===== config.mk =====
export PLATFORM = sky130hd
export DESIGN_NAME = pic_io_bank_flat
export DESIGN_NICKNAME = d
export VERILOG_FILES = /design/src/rtl/pic_io_pkg.sv /design/src/rtl/pic_io_bank_if.sv /design/src/rtl/pic_io_sync.sv /design/src/rtl/pic_io_bank.sv /design/src/flat_wrapper.sv
export SDC_FILE = /design/constraint.sdc
export NUM_CORES = 1
export LEC_CHECK = 0
export ABC_AREA = 1
export CAP_MARGIN = 20
export CELL_PAD_IN_SITES_DETAIL_PLACEMENT = 0
export CELL_PAD_IN_SITES_GLOBAL_PLACEMENT = 1
export CORE_MARGIN = 2
export CORE_UTILIZATION = 32
export DETAILED_ROUTE_END_ITERATION = 10
export MAX_ROUTING_LAYER = met4
export PLACE_DENSITY_LB_ADDON = 0.1
export SYNTH_ARGS = -nofsm -noshare
export SYNTH_HDL_FRONTEND = slang
export SYNTH_SLANG_ARGS = --single-unit

===== constraint.sdc =====
create_clock -name clk -period 2.6 [get_ports clk]
set_input_delay 0.26 -clock clk [delete_from_list [all_inputs] [get_ports clk]]
set_output_delay 0.26 -clock clk [all_outputs]
set_load 0.05 [all_outputs]

===== src/rtl/pic_io_pkg.sv =====
// pic_io_pkg: shared constants, types and helpers for the PIC16C5x GPIO bank.
package pic_io_pkg;

  // Widest port the bank supports and the width of every port-select field.
  localparam int MAX_PORTS = 8;
  localparam int MAX_WIDTH = 8;
  localparam int SEL_WIDTH = 3;

  // One full-width port value; narrower ports use the low bits.
  typedef logic [MAX_WIDTH-1:0] port_t;

  // After reset every pin is an input and every output latch is clear.
  localparam port_t TRIS_RESET = '1;
  localparam port_t LAT_RESET  = '0;

  // Lowest bit of port p inside a flattened pad vector.
  function automatic int pad_lo(input int p, input int width);
    return p * width;
  endfunction

endpackage


===== src/rtl/pic_io_bank_if.sv =====
// pic_io_bank_if: register-file / pad-side bundle of the GPIO bank.
// master = core and chip top side, slave = pic_io_bank.
interface pic_io_bank_if #(
  parameter int NUM_PORTS  = 3,
  parameter int PORT_WIDTH = 8
);
  logic                            tris_we;
  logic [2:0]                      tris_sel;
  logic [PORT_WIDTH-1:0]           tris_data;
  logic                            out_we;
  logic [2:0]                      out_sel;
  logic [PORT_WIDTH-1:0]           out_data;
  logic [2:0]                      rd_sel;
  logic                            rd_strobe;
  logic                            ioc_we;
  logic [NUM_PORTS*PORT_WIDTH-1:0] pad_in;
  logic [NUM_PORTS*PORT_WIDTH-1:0] pad_out;
  logic [NUM_PORTS*PORT_WIDTH-1:0] pad_oe;
  logic [PORT_WIDTH-1:0]           rd_data;
  logic                            irq;

  modport master (
    output tris_we, tris_sel, tris_data, out_we, out_sel, out_data,
    output rd_sel, rd_strobe, ioc_we, pad_in,
    input  pad_out, pad_oe, rd_data, irq
  );

  modport slave (
    input  tris_we, tris_sel, tris_data, out_we, out_sel, out_data,
    input  rd_sel, rd_strobe, ioc_we, pad_in,
    output pad_out, pad_oe, rd_data, irq
  );
endinterface


===== src/rtl/pic_io_sync.sv =====
// pic_io_sync: STAGES-deep flop chain that brings WIDTH asynchronous pad bits
// into the core clock domain.
module pic_io_sync #(
  parameter int WIDTH  = 8,
  parameter int STAGES = 2
) (
  input  logic             clk,
  input  logic             rst,
  input  logic [WIDTH-1:0] d_i,
  output logic [WIDTH-1:0] q_o
);

  logic [WIDTH-1:0] sync_q [STAGES];

  // Shift the pad sample one stage per clock; reset clears the whole chain.
  always_ff @(posedge clk or posedge rst) begin
    if (rst) begin
      for (int i = 0; i < STAGES; i++) sync_q[i] <= '0;
    end else begin
      sync_q[0] <= d_i;
      for (int i = 1; i < STAGES; i++) sync_q[i] <= sync_q[i-1];
    end
  end

  assign q_o = sync_q[STAGES-1];

endmodule


===== src/rtl/pic_io_bank.sv =====
// pic_io_bank: NUM_PORTS x PORT_WIDTH GPIO bank with TRIS and output latches,
// synchronised pad inputs and combinational port read-back.
// Optional interrupt-on-change logic is compiled in with `define PIC_IO_IOC_EN.
module pic_io_bank
  import pic_io_pkg::*;
#(
  parameter int NUM_PORTS   = 3,
  parameter int PORT_WIDTH  = 8,
  parameter int SYNC_STAGES = 2
) (
  input  logic          clk,
  input  logic          rst,
  pic_io_bank_if.slave  bus
);

  typedef logic [PORT_WIDTH-1:0] word_t;

  word_t tris_q [NUM_PORTS];
  word_t lat_q  [NUM_PORTS];
  word_t sync_w [NUM_PORTS];

  logic [NUM_PORTS*PORT_WIDTH-1:0] pad_out_d;
  logic [NUM_PORTS*PORT_WIDTH-1:0] pad_oe_d;
  word_t                           rd_data_d;

  // Per-port latches and input synchroniser. A select that matches no port
  // (>= NUM_PORTS) simply writes nothing.
  for (genvar gi = 0; gi < NUM_PORTS; gi++) begin : g_port
    // TRIS and output latch; both may be written in the same cycle.
    always_ff @(posedge clk or posedge rst) begin
      if (rst) begin
        tris_q[gi] <= TRIS_RESET[PORT_WIDTH-1:0];
        lat_q[gi]  <= LAT_RESET[PORT_WIDTH-1:0];
      end else begin
        if (bus.tris_we && (bus.tris_sel == SEL_WIDTH'(gi)))
          tris_q[gi] <= bus.tris_data;
        if (bus.out_we && (bus.out_sel == SEL_WIDTH'(gi)))
          lat_q[gi] <= bus.out_data;
      end
    end

    pic_io_sync #(
      .WIDTH  (PORT_WIDTH),
      .STAGES (SYNC_STAGES)
    ) u_sync (
      .clk (clk),
      .rst (rst),
      .d_i (bus.pad_in[pad_lo(gi, PORT_WIDTH) +: PORT_WIDTH]),
      .q_o (sync_w[gi])
    );
  end

  // Flatten latches onto the pad vectors; output enable is the TRIS inverse.
  always_comb begin
    pad_out_d = '0;
    pad_oe_d  = '0;
    for (int p = 0; p < NUM_PORTS; p++) begin
      pad_out_d[pad_lo(p, PORT_WIDTH) +: PORT_WIDTH] = lat_q[p];
      pad_oe_d[pad_lo(p, PORT_WIDTH) +: PORT_WIDTH]  = ~tris_q[p];
    end
  end

  // Read returns the synchronised pin, never the latch, so read-modify-write
  // on an output port sees what the pin is actually doing.
  always_comb begin
    rd_data_d = '0;
    for (int p = 0; p < NUM_PORTS; p++) begin
      if (bus.rd_sel == SEL_WIDTH'(p)) rd_data_d = sync_w[p];
    end
  end

  assign bus.pad_out = pad_out_d;
  assign bus.pad_oe  = pad_oe_d;
  assign bus.rd_data = rd_data_d;

`ifdef PIC_IO_IOC_EN
  word_t                mask_q [NUM_PORTS];
  word_t                snap_q [NUM_PORTS];
  logic [NUM_PORTS-1:0] chg;
  logic                 irq_q;

  for (genvar gi = 0; gi < NUM_PORTS; gi++) begin : g_ioc
    // IOC mask shares the out_sel/out_data path; snapshot reloads on a read.
    always_ff @(posedge clk or posedge rst) begin
      if (rst) begin
        mask_q[gi] <= '0;
        snap_q[gi] <= '0;
      end else begin
        if (bus.ioc_we && (bus.out_sel == SEL_WIDTH'(gi)))
          mask_q[gi] <= bus.out_data;
        if (bus.rd_strobe && (bus.rd_sel == SEL_WIDTH'(gi)))
          snap_q[gi] <= sync_w[gi];
      end
    end
  end

  // A port being read this cycle reloads its snapshot with the current value,
  // so any difference it shows now is already acknowledged.
  always_comb begin
    chg = '0;
    for (int p = 0; p < NUM_PORTS; p++) begin
      chg[p] = (|((sync_w[p] ^ snap_q[p]) & mask_q[p])) &&
               !(bus.rd_strobe && (bus.rd_sel == SEL_WIDTH'(p)));
    end
  end

  // Registered interrupt request.
  always_ff @(posedge clk or posedge rst) begin
    if (rst) irq_q <= 1'b0;
    else     irq_q <= |chg;
  end

  assign bus.irq = irq_q;
`else
  logic unused_ioc;
  assign unused_ioc = ^{bus.ioc_we, bus.rd_strobe};
  assign bus.irq    = 1'b0;
`endif

endmodule


===== src/flat_wrapper.sv =====
// flat-port wrapper written by rule: the top's interface ports become plain ports
module pic_io_bank_flat import pic_io_pkg::*;
#(
  parameter int NUM_PORTS   = 3,
  parameter int PORT_WIDTH  = 8,
  parameter int SYNC_STAGES = 2
)
  (clk, rst, bus_tris_we, bus_tris_sel, bus_tris_data, bus_out_we, bus_out_sel, bus_out_data, bus_rd_sel, bus_rd_strobe, bus_ioc_we, bus_pad_in, bus_pad_out, bus_pad_oe, bus_rd_data, bus_irq);
  pic_io_bank_if #(.NUM_PORTS(NUM_PORTS), .PORT_WIDTH(PORT_WIDTH)) bus_i ();
  input  logic clk;
  input  logic rst;
  input wire logic [$bits(bus_i.tris_we)-1:0] bus_tris_we;
  input wire logic [$bits(bus_i.tris_sel)-1:0] bus_tris_sel;
  input wire logic [$bits(bus_i.tris_data)-1:0] bus_tris_data;
  input wire logic [$bits(bus_i.out_we)-1:0] bus_out_we;
  input wire logic [$bits(bus_i.out_sel)-1:0] bus_out_sel;
  input wire logic [$bits(bus_i.out_data)-1:0] bus_out_data;
  input wire logic [$bits(bus_i.rd_sel)-1:0] bus_rd_sel;
  input wire logic [$bits(bus_i.rd_strobe)-1:0] bus_rd_strobe;
  input wire logic [$bits(bus_i.ioc_we)-1:0] bus_ioc_we;
  input wire logic [$bits(bus_i.pad_in)-1:0] bus_pad_in;
  output wire logic [$bits(bus_i.pad_out)-1:0] bus_pad_out;
  output wire logic [$bits(bus_i.pad_oe)-1:0] bus_pad_oe;
  output wire logic [$bits(bus_i.rd_data)-1:0] bus_rd_data;
  output wire logic [$bits(bus_i.irq)-1:0] bus_irq;
  assign bus_i.tris_we = bus_tris_we;
  assign bus_i.tris_sel = bus_tris_sel;
  assign bus_i.tris_data = bus_tris_data;
  assign bus_i.out_we = bus_out_we;
  assign bus_i.out_sel = bus_out_sel;
  assign bus_i.out_data = bus_out_data;
  assign bus_i.rd_sel = bus_rd_sel;
  assign bus_i.rd_strobe = bus_rd_strobe;
  assign bus_i.ioc_we = bus_ioc_we;
  assign bus_i.pad_in = bus_pad_in;
  assign bus_pad_out = bus_i.pad_out;
  assign bus_pad_oe = bus_i.pad_oe;
  assign bus_rd_data = bus_i.rd_data;
  assign bus_irq = bus_i.irq;
  pic_io_bank #(.NUM_PORTS(NUM_PORTS), .PORT_WIDTH(PORT_WIDTH), .SYNC_STAGES(SYNC_STAGES)) u_core (.clk(clk), .rst(rst), .bus(bus_i));
endmodule

Yosys cells after proc, flatten, opt, wreduce, memory -nomap -nowiden --
Index checks and enable logic that the tools add are counted.
Storage, ports and cells: bits in registers 96, logic and storage cells 33, output and inout port bits 57, input port bits 55
Cells by class: muxes and demuxes 3, reductions and logical operators 9, bitwise logic cells 3, equality and inequality tests 6
Operators with widths (number):
- $mux 8 | 3
- $not 8->8 | 3
- $eq 3x1->1 const B | 3
- $eq 3x2->1 const B | 3
- $logic_not 3->1 | 3
- $logic_and 1x1->1 | 6

Longest topological paths before layout --
Gate-level depths: netlist (run 1).
depth after elaboration 4, mapped depth 5, depth with buffers taken out 5

Cells and area by module --
A second synthesis (run 1) with hierarchy kept.
Second synthesis, totals: cell total of the unflattened synthesis 357, area total of the unflattened synthesis 3891.2 um^2
Modules (own cells, without submodules):
- pic_io_bank | seq. area each 1231.2 um^2, cells each 282, instances 1, area each 2498.6 um^2
- pic_io_sync | seq. area each 400.4 um^2, cells each 25, instances 3, area each 464.2 um^2

Least setup slack after synthesis (run 1) --
Ideal clock, no wire load.
path type input to output, start input bus_rd_sel[0], end output bus_rd_data[7], required time 2.340 ns, data arrival time 1.080 ns, setup slack 1.260 ns, path buffers 1, cell stages on the path 4, cells stage by stage buf_2 > nor2_4 > nand3_1 > nand3_1
On the way: word-level cells in the longest chain between the ends 4, elaborated cells on any way between the ends 6, classes of those cells eq/ne (2); mux (3); reduce/logical (1)
RTL lines:
- from (decl) | line flat_wrapper.sv:18 | input wire logic [$bits(bus_i.rd_sel)-1:0] bus_rd_sel;
- $logic_not 3->1 | line pic_io_bank.sv:68 | if (bus.rd_sel == SEL_WIDTH'(p)) rd_data_d = sync_w[p];
- $mux 8 (2 in a row) | line pic_io_bank.sv:68
- $mux 8 * | line pic_io_bank.sv:68
- to (decl) | line flat_wrapper.sv:24 | output wire logic [$bits(bus_i.rd_data)-1:0] bus_rd_data;
Mark *: on every way between the ends. The rest lies on a longest branch, timed or not.

Worst setup path in the final report (run 1) --
start input bus_rd_sel[0], end output bus_rd_data[2]
Same word-level chain as after synthesis.

==> results of run 1 <==
## worst max-delay path, cell delays in order
cell             delay, ns
clkdlybuf4s50_1       0.66
nor2_4                0.33
nand3_1               0.11
nand3_1               0.12
buf_4                 0.20
## cells by family after synthesis
kind of cell,count (synthesis),share of synthesized area
and+or+nand+nor,190,0.275
DFF,96,0.667
buffers and inverters,43,0.0566
other,1,0.00103
## cell usage after synthesis, types with 2 or more instances
master | count | area, µm²
nand2_1 | 96 | 360
dfrtp_1 | 72 | 1800
nand3_1 | 40 | 200
nand4_1 | 40 | 250
inv_1 | 27 | 101
dfstp_2 | 24 | 631
nor2_4 | 6 | 67.6
buf_2 | 5 | 25.0
buf_6 | 4 | 45.0
inv_2 | 4 | 15.0
inv_4 | 2 | 12.5
nand2_4 | 2 | 22.5
nand3_2 | 2 | 20.0
nand4_4 | 2 | 42.5
nor2_8 | 2 | 40.0
## metal layers
layer  vias to the layer above  wire (µm)  global-route usage
li1                       1315          -                   -
met1                      1257       4050               0.204
met2                        75       3990               0.231
met3                        12        334              0.0388
met4                         0        116              0.0475
met5                         -          0                   -
## worst max path at each step
stage | from | endpoint | slack, ns | cells after the start
after detailed placement | bus_rd_sel[0] | bus_rd_data[2] | 0.67 | 5
final | bus_rd_sel[0] | bus_rd_data[2] | 0.66 | 5
after CTS | bus_rd_sel[0] | bus_rd_data[2] | 0.66 | 5
after global routing | bus_rd_sel[0] | bus_rd_data[4] | 0.52 | 5
after global placement | bus_rd_sel[0] | bus_rd_data[5] | 0.69 | 5
after floorplan | rst | u_core.bus.pad_out[0] | 1.23 | 1
## per-stage QoR
step / utilization / total power [mW]
2_1_floorplan: - / 2.59
3_3_place_gp: 0.441 / 3.05
3_5_place_dp: 0.441 / 3.06
4_1_cts: 0.466 / 4.32
5_1_grt: 0.466 / 4.47
6_report: 0.466 / 4.25
## where the power goes
part | internal (mW) | switching [mW]
combinational | 0.396 | 0.817
clock | 0.660 | 0.565
sequential | 1.72 | 0.0863
total | 2.78 | 1.47
## registers in the layout (all words and copies together) (netlist names)
name / flops
u_core.g_port.u_sync.q_o: 24
u_core.tris_q: 24
u_core.bus.pad_out: 24
u_core.g_port.u_sync.sync_q: 24
## cell type report
type / count / area, µm²
Sequential cell: 96 / 2430
Inverter: 33 / 133
Tap cell: 140 / 175
Clock buffer: 10 / 229
Clock inverter: 6 / 50.0
Multi-Input combinational cell: 191 / 1010
Fill cell: 1053 / 5860
Timing Repair Buffer: 111 / 1100
==> impl_metrics.csv, run 1 <==
group,metric,value,unit
worst_setup_path,cp.required,2.34,ns
yosys,syn-instance-count,330,
worst_setup_path,reg2regPathDepth,2,
clock_network,cts.clk_slew.worst_paths,0.06,ns
power_and_ir_drop,power_density,829,nW/µm²
timing,finalSetupViolCount,0,
floorplanning,rows,38,
routing,num_vias,2659,
worst_setup_path,worst-setup-path-type,"primary input to output pin",
place,postPlaceCellArea,4840,µm²
cells_and_area,final_area,5120,µm²
floorplanning,die_w,111,µm
clock_network,numCtsBuffers,9,
yosys,ys_seq_elements,96,
yosys,synth_area,3650,µm²
timing,tns,0,ns
outcome,status,"completed",
cells_and_area,drive_above_1_share,0.159,
worst_setup_path,r2r-end,"u_core.tris_q[13]",
routing,drcViolationCount,0,
routing,viasPerCell,4.53,
timing,slew_headroom,0.565,
cells_and_area,layout_commonest_cell,"clkdlybuf4s50_1",
floorplanning,pin_count,112,
timing,worst_slew_pin_slew,0.650,ns
cells_and_area,antenna_cells,0,
yosys,ys.warnings.count,0,
cells_and_area,layout_common_cells,"clkdlybuf4s50_1, nand2_1, dfrtp_1, nand3_1, nand4_1",
place,place_ws,0.667,ns
timing,hold_ws,0.348,ns
min_path,hold_path_startpoint,"u_core.g_port[0].u_sync.sync_q[9]",
global_route,grt_max_degree,97,
yosys,ys_seq_area_frac,0.667,
worst_setup_path,reg2reg_slack,1.90,ns
clock_network,cts-root-buf,"clkbuf_16",
place,port-buffer-count,108,
worst_setup_path,worstSetupEndpointType,"output pin",
timing,grt_setup_unrepaired,"false",
clock_network,htree_levels,3,
timing,fmax,515,MHz
min_path,hp-class,"flop to flop",
clock_network,cts_tree,"built",
global_route,antenna_found_initial,0,
cells_and_area,areaGrowthSynthToFinish,40.5,%
worst_setup_path,rr_startpoint,"u_core.tris_q[13]",
clock_network,clk-insertion-delay-late,0.33,ns
yosys,synthFlopType,"dfrtp_1",
cells_and_area,fin_nets,497,
floorplanning,dieHeight,111,µm
clock_network,cts_resized,0,
yosys,synth_enable_flop_cells,0,
clock_network,holdBufCountCts,0,
place,gp_congestion,0.766,
timing,slew_viol_final,0,
global_route,gr-usage-all-layers,0.153,
power_and_ir_drop,p_leak,2.35,nW
routing,final_antenna_net_count,0,
floorplanning,core-area,11000,µm²
routing,drt-initial-drc-count,184,
floorplanning,initial_core_util,0.332,
worst_setup_path,crit_fanout,10,
yosys,syn_area_per_cell,11.0,µm²
timing,finalCritPeriodShare,0.747,
global_route,grt_pass1_vias,2788,
floorplanning,dieArea,12300,µm²
place,placed_cells,571,
min_path,holdPathStages,0,
min_path,min_to,"u_core.g_port[0].u_sync.q_o[1]",
clock_network,clock_path_buffers,2,
worst_setup_path,arrival,1.68,ns
timing,final.min_clock_period,1.94,ns
yosys,synth_nets,385,
run,drv_cap,0,
yosys,synth_cell_types,17,
routing,drt_wl_total,8.50,mm
timing,fin_ws,0.659,ns
global_route,grt_pass1_wl,14.5,mm
clock_network,post_cts_buffers,0,
global_route,grt-ovfl-total,0,
timing,clock_skew,0.00296,ns
power_and_ir_drop,ir_drop,0.000492,V
cells_and_area,fin_cells,587,
place,dpl.hpwl,6.01,mm
yosys,postSynth.asyncResetShare,1.00,
timing,hold_viol,0,
routing,drtPass1Iterations,4,
routing,wire_per_inst,14.5,µm
worst_setup_path,cp-start-kind,"primary input",
clock_network,cts.sinks,96,
Power figures use the tool's default switching activity.
==> run 2: changes to the inputs <==
- clock period: 2.6 -> 1.7 ns (I/O delays scaled with it)
==> run 2 against run 1 <==
- sequential power grew 53%
- die area did not move
- via count up 0.60%
- critical path depth down 4
- first-iteration DRC count decreased by 6.0%
- combinational power grew 49%
- global-route usage decreased by 0.22 points
- worst setup slack got worse by 0.63 ns
- register-to-register slack got worse by 0.91 ns
- wire length up 0.41%
- flip-flop and latch count unchanged
- clock power is 83% higher
- critical endpoint is now bus_pad_out[21]
- largest power group unchanged
==> impl_metrics.csv, run 2 (synthesized netlist as in run 1, its figures left out) <==
group,metric,value,unit
outcome,status,"completed",
min_path,hp-class,"primary input to asynchronous set/reset pin",
routing,viasPerCell,4.51,
worst_setup_path,critical_path_buf_inv_count,1,
routing,route.met3.wl,352,µm
worst_setup_path,reg2regPathDepth,2,
global_route,grt_pass1_vias,2700,
cells_and_area,final_area,5280,µm²
place,postPlaceCellArea,4970,µm²
timing,hold_ws,0.175,ns
worst_setup_path,path_depth,1,
floorplanning,core-area,11000,µm²
worst_setup_path,reg2reg_slack,0.99,ns
routing,num_vias,2675,
floorplanning,dieHeight,111,µm
cells_and_area,layout_commonest_cell,"nand2_1",
routing,met1_length,4.14,mm
worst_setup_path,arrival,1.50,ns
worst_setup_path,cpPeakStageDelay,0.81,ns
clock_network,clock_path_buffers,2,
routing,dr_wl_met2,3.83,mm
global_route,grt_pass1_wl,14.0,mm
power_and_ir_drop,finalPower,6.80,mW
routing,drcViolationCount,0,
timing,final.min_clock_period,1.67,ns
place,gp_congestion,0.775,
place,port-buffer-count,108,
floorplanning,dieArea,12300,µm²
power_and_ir_drop,p_leak,2.51,nW
timing,slew_headroom,0.662,
cells_and_area,final-seq-area,2430,µm²
worst_setup_path,path_cells,"clkdlybuf4s50_1",
clock_network,cts.clk_slew.worst_paths,0.06,ns
cells_and_area,antenna_cells,0,
clock_network,cts_tree,"built",
cells_and_area,fin_nets,504,
place,dpl.hpwl,6.26,mm
routing,drtPass1Iterations,5,
worst_setup_path,crit_family,"buffers and inverters",
cells_and_area,fillers,1044,
timing,fmax,599,MHz
global_route,gr-usage-all-layers,0.151,
timing,clock_skew,0.00255,ns
cells_and_area,drive_above_1_share,0.199,
routing,drt_wl_total,8.53,mm
worst_setup_path,worstSetupEndpointType,"output pin",
cells_and_area,multi_input_area,1010,µm²
floorplanning,pin_count,112,
worst_setup_path,crit_slowest_cell,"clkdlybuf4s50_1",
worst_setup_path,cp-start-kind,"flop",
clock_network,cts.sinks,96,
timing,tns,0,ns
global_route,grt-ovfl-total,0,
clock_network,htree_levels,3,
global_route,antenna_found_initial,0,
routing,wire_per_inst,14.4,µm
clock_network,clk-insertion-delay-late,0.33,ns
timing,grt_setup_unrepaired,"false",
floorplanning,rows,38,
timing,slew_viol_final,0,
worst_setup_path,cp.required,1.53,ns
worst_setup_path,crit_fanout,2,
global_route,grt_max_degree,48,
worst_setup_path,worst-setup-path-type,"flop to output pin",
timing,finalCritPeriodShare,0.982,
timing,finalSetupViolCount,0,
clock_network,numCtsBuffers,9,
cells_and_area,areaGrowthSynthToFinish,44.9,%
power_and_ir_drop,power_density,1290,nW/µm²
clock_network,cts-root-buf,"clkbuf_16",
worst_setup_path,rr_startpoint,"u_core.tris_q[8]",
timing,hold_viol,0,
clock_network,holdBufCountCts,0,
worst_setup_path,r2r-end,"u_core.tris_q[8]",
routing,highest_layer,"met4",
timing,worst_slew_pin_slew,0.507,ns
floorplanning,initial_core_util,0.332,
routing,final_antenna_net_count,0,
routing,drt-initial-drc-count,173,
floorplanning,die_w,111,µm
cells_and_area,layout_common_cells,"nand2_1, dfrtp_1, clkdlybuf4s50_1, nand3_1, nand4_1",
power_and_ir_drop,ir_drop,0.000556,V
run,drv_cap,0,
## run 2: changes by cell type in the layout (fill, tap and decap cells not counted)
| cell | previous run | this run |
|---|---|---|
| clkbuf_1 | 1 | 2 |
| clkinv_2 | 0 | 1 |
| dlygate4sd2_1 | 0 | 24 |
| dlymetal6s2s_1 | 0 | 4 |
| clkdlybuf4s50_1 | 100 | 58 |
| buf_4 | 10 | 22 |
| buf_12 | 1 | 10 |
| clkinv_4 | 1 | 0 |
| inv_6 | 3 | 0 |
| bufinv_16 | 0 | 3 |
| clkinvlp_4 | 3 | 1 |
## run 2: worst max-delay path by stage
stage / start / end / slack, ns
finish: u_core.bus.pad_out[21] / bus_pad_out[21] / 0.03
global route: u_core.bus.pad_out[22] / bus_pad_out[22] / 0.004
CTS: u_core.bus.pad_out[10] / bus_pad_out[10] / 0.007
detailed placement: bus_out_sel[0] / u_core.bus.pad_out[5] / 0.12
global placement: bus_rd_sel[1] / bus_rd_data[4] / 0.12
floorplan: rst / u_core.bus.pad_out[0] / 0.42
## run 2: layer usage
metal  vias to the layer above  track usage
met5                         -            -
met4                         0       0.0758
met3                        17       0.0284
met2                        69        0.217
met1                      1258        0.205
li1                       1331            -
## run 2: what timing repair did
item	in CTS	in global routing
resized for setup	24	4
pin swaps	0	0
buffers inserted	0	0
setup endpoints to repair	24	4
## run 2: final cells by class
| cell class | count | area share |
|---|---|---|
| sequential | 96 | 0.461 |
| timing repair buffer | 118 | 0.228 |
| multi-input combinational | 191 | 0.191 |
| clock buffer | 11 | 0.0441 |
| tap | 140 | 0.0332 |
| inverter | 33 | 0.0251 |
| clock inverter | 4 | 0.0180 |
## run 2: power by group
group | switching (mW) | total, mW | leakage (nW) | internal, mW
combinational | 1.25 | 1.80 | 1.24 | 0.550
clock | 0.806 | 2.23 | 0.160 | 1.43
sequential | 0.133 | 2.77 | 1.11 | 2.63
## run 2: metrics by stage
stage                util  instances  setup slack [ns]
finish              0.481        593            0.0311
global route        0.481        593           0.00430
CTS                 0.480        593           0.00739
detailed placement  0.453        578             0.115
global placement    0.453        578             0.119
floorplan               -        330             0.416
==> run 3: changes to the inputs <==
- clock period: 1.7 -> 1.41 ns (I/O delays scaled with it)
==> run 3 against run 2 <==
- non-clock buffer count is 5 higher
- first-iteration DRC count rose by 3.5%
- register-to-register slack got worse by 0.31 ns
- global-route usage rose by 0.46 points
- die area is the same
- sequential power up 22%
- power grew 19%
- hold slack improved by 0.068 ns
- critical endpoint is now bus_rd_data[2]
==> impl_metrics.csv, run 3 (synthesized netlist as in run 1, its figures left out) <==
group,metric,value,unit
routing,highest_layer,"met4",
timing,slew_viol_final,0,
cells_and_area,fin_nets,510,
routing,final_antenna_net_count,0,
timing,finalCritPeriodShare,0.899,
power_and_ir_drop,intPower,5.42,mW
floorplanning,dieArea,12300,µm²
global_route,grt-ovfl-total,0,
outcome,status,"completed",
cells_and_area,layout_commonest_cell,"nand2_1",
routing,drcViolationCount,0,
worst_setup_path,cp.required,1.27,ns
min_path,hold_path_startpoint,"bus_pad_in[7]",
timing,hold_viol,0,
clock_network,cts.clk_slew.worst_paths,0.06,ns
place,postPlaceCellArea,5080,µm²
floorplanning,rows,38,
power_and_ir_drop,switching_power,2.70,mW
cells_and_area,fin_cells,600,
floorplanning,pin_count,112,
place,placed_cells,583,
run,drv_cap,0,
power_and_ir_drop,power_frac_comb,0.288,
cells_and_area,areaGrowthSynthToFinish,47.6,%
cells_and_area,final_area,5380,µm²
worst_setup_path,rr_startpoint,"u_core.tris_q[17]",
routing,drtPass1Iterations,4,
power_and_ir_drop,p_leak,2.55,nW
global_route,grt_pass1_vias,2805,
worst_setup_path,worstSetupEndpointType,"output pin",
clock_network,cts-root-buf,"clkbuf_16",
global_route,grt_max_degree,44,
global_route,gr-usage-all-layers,0.156,
clock_network,htree_levels,3,
routing,drt_wl_total,8.65,mm
routing,route.met3.wl,348,µm
clock_network,clock_path_buffers,2,
floorplanning,die_w,111,µm
clock_network,post_cts_buffers,0,
clock_network,clk-insertion-delay-late,0.33,ns
power_and_ir_drop,power_density,1510,nW/µm²
place,port-buffer-count,108,
timing,fin_ws,0.143,ns
power_and_ir_drop,swShare,0.332,
timing,final.min_clock_period,1.27,ns
timing,fmax,789,MHz
timing,finalSetupViolCount,0,
worst_setup_path,crit_fanout,5,
place,gp_congestion,0.788,
worst_setup_path,worst-setup-path-type,"primary input to output pin",
clock_network,cts.sinks,96,
routing,viasPerCell,4.54,
timing,hold_ws,0.243,ns
routing,num_vias,2724,
timing,grt_setup_unrepaired,"false",
power_and_ir_drop,ir_drop,0.000686,V
clock_network,cts_resized,3,
cells_and_area,drive_above_1_share,0.285,
power_and_ir_drop,finalPower,8.13,mW
global_route,antenna_found_initial,0,
place,dpl.hpwl,6.37,mm
power_and_ir_drop,pwr-share-seq,0.414,
timing,clock_skew,0.00213,ns
routing,drt-initial-drc-count,179,
clock_network,numCtsBuffers,9,
cells_and_area,layout_common_cells,"nand2_1, dfrtp_1, clkdlybuf4s50_1, buf_4",
clock_network,cts_tree,"built",
timing,tns,0,ns
clock_network,holdBufCountCts,0,
cells_and_area,antenna_cells,0,
power_and_ir_drop,pwr-share-clk,0.298,
floorplanning,initial_core_util,0.332,
place,place_ws,-0.0735,ns
worst_setup_path,crit_start,"bus_rd_sel[0]",
routing,wire_per_inst,14.4,µm
min_path,hp-class,"primary input to flop",
worst_setup_path,cp-start-kind,"primary input",
floorplanning,core-area,11000,µm²
worst_setup_path,arrival,1.13,ns
cells_and_area,utilization,0.490,
routing,dr_wl_met2,3.94,mm
routing,met1_length,4.18,mm
floorplanning,dieHeight,111,µm
global_route,grt_pass1_wl,14.5,mm
==> run 3: critical path, cell delays in order <==
cell and delay (ns):
dlygate4sd2_1 0.39, buf_4 0.20, nand4_1 0.10, nand3_1 0.14
buf_12 0.15
==> run 3: final timing paths <==
check / end / slack (ns) / depth (start not counted)
min: u_core.g_port[0].u_sync.sync_q[15] / 0.24 / 1
min in group asynchronous: u_core.tris_q[19] / 0.36 / 2
max: bus_rd_data[2] / 0.14 / 5
max reg2reg: u_core.tris_q[17] / 0.68 / 2
min reg2reg: u_core.g_port[1].u_sync.q_o[0] / 0.34 / 0
max in group asynchronous: u_core.tris_q[1] / 0.77 / 3
==> run 3: layout make-up <==
class | count | area [µm²]
multi-input cells | 192 | 1010
flip-flops and latches | 96 | 2430
inverters | 33 | 133
repair buffers | 123 | 1330
clock inverters | 4 | 55.1
clock buffers | 12 | 246
well taps | 140 | 175
fillers | 1024 | 5600
==> run 3: power groups by stage <==
stage               clock [mW]  combinational (mW)  sequential, mW
finish                    2.42                2.34            3.37
detailed placement           0                2.37            3.41
global placement             0                2.35            3.41
CTS                       2.51                2.37            3.37
global route              2.64                2.48            3.41
floorplan                    0               0.971            3.81
==> run 3: metal layers <==
layer / track usage / up-vias
met4: 0.0742 / 0
li1: - / 1343
met3: 0.0355 / 14
met1: 0.210 / 1293
met2: 0.222 / 74
met5: - / -
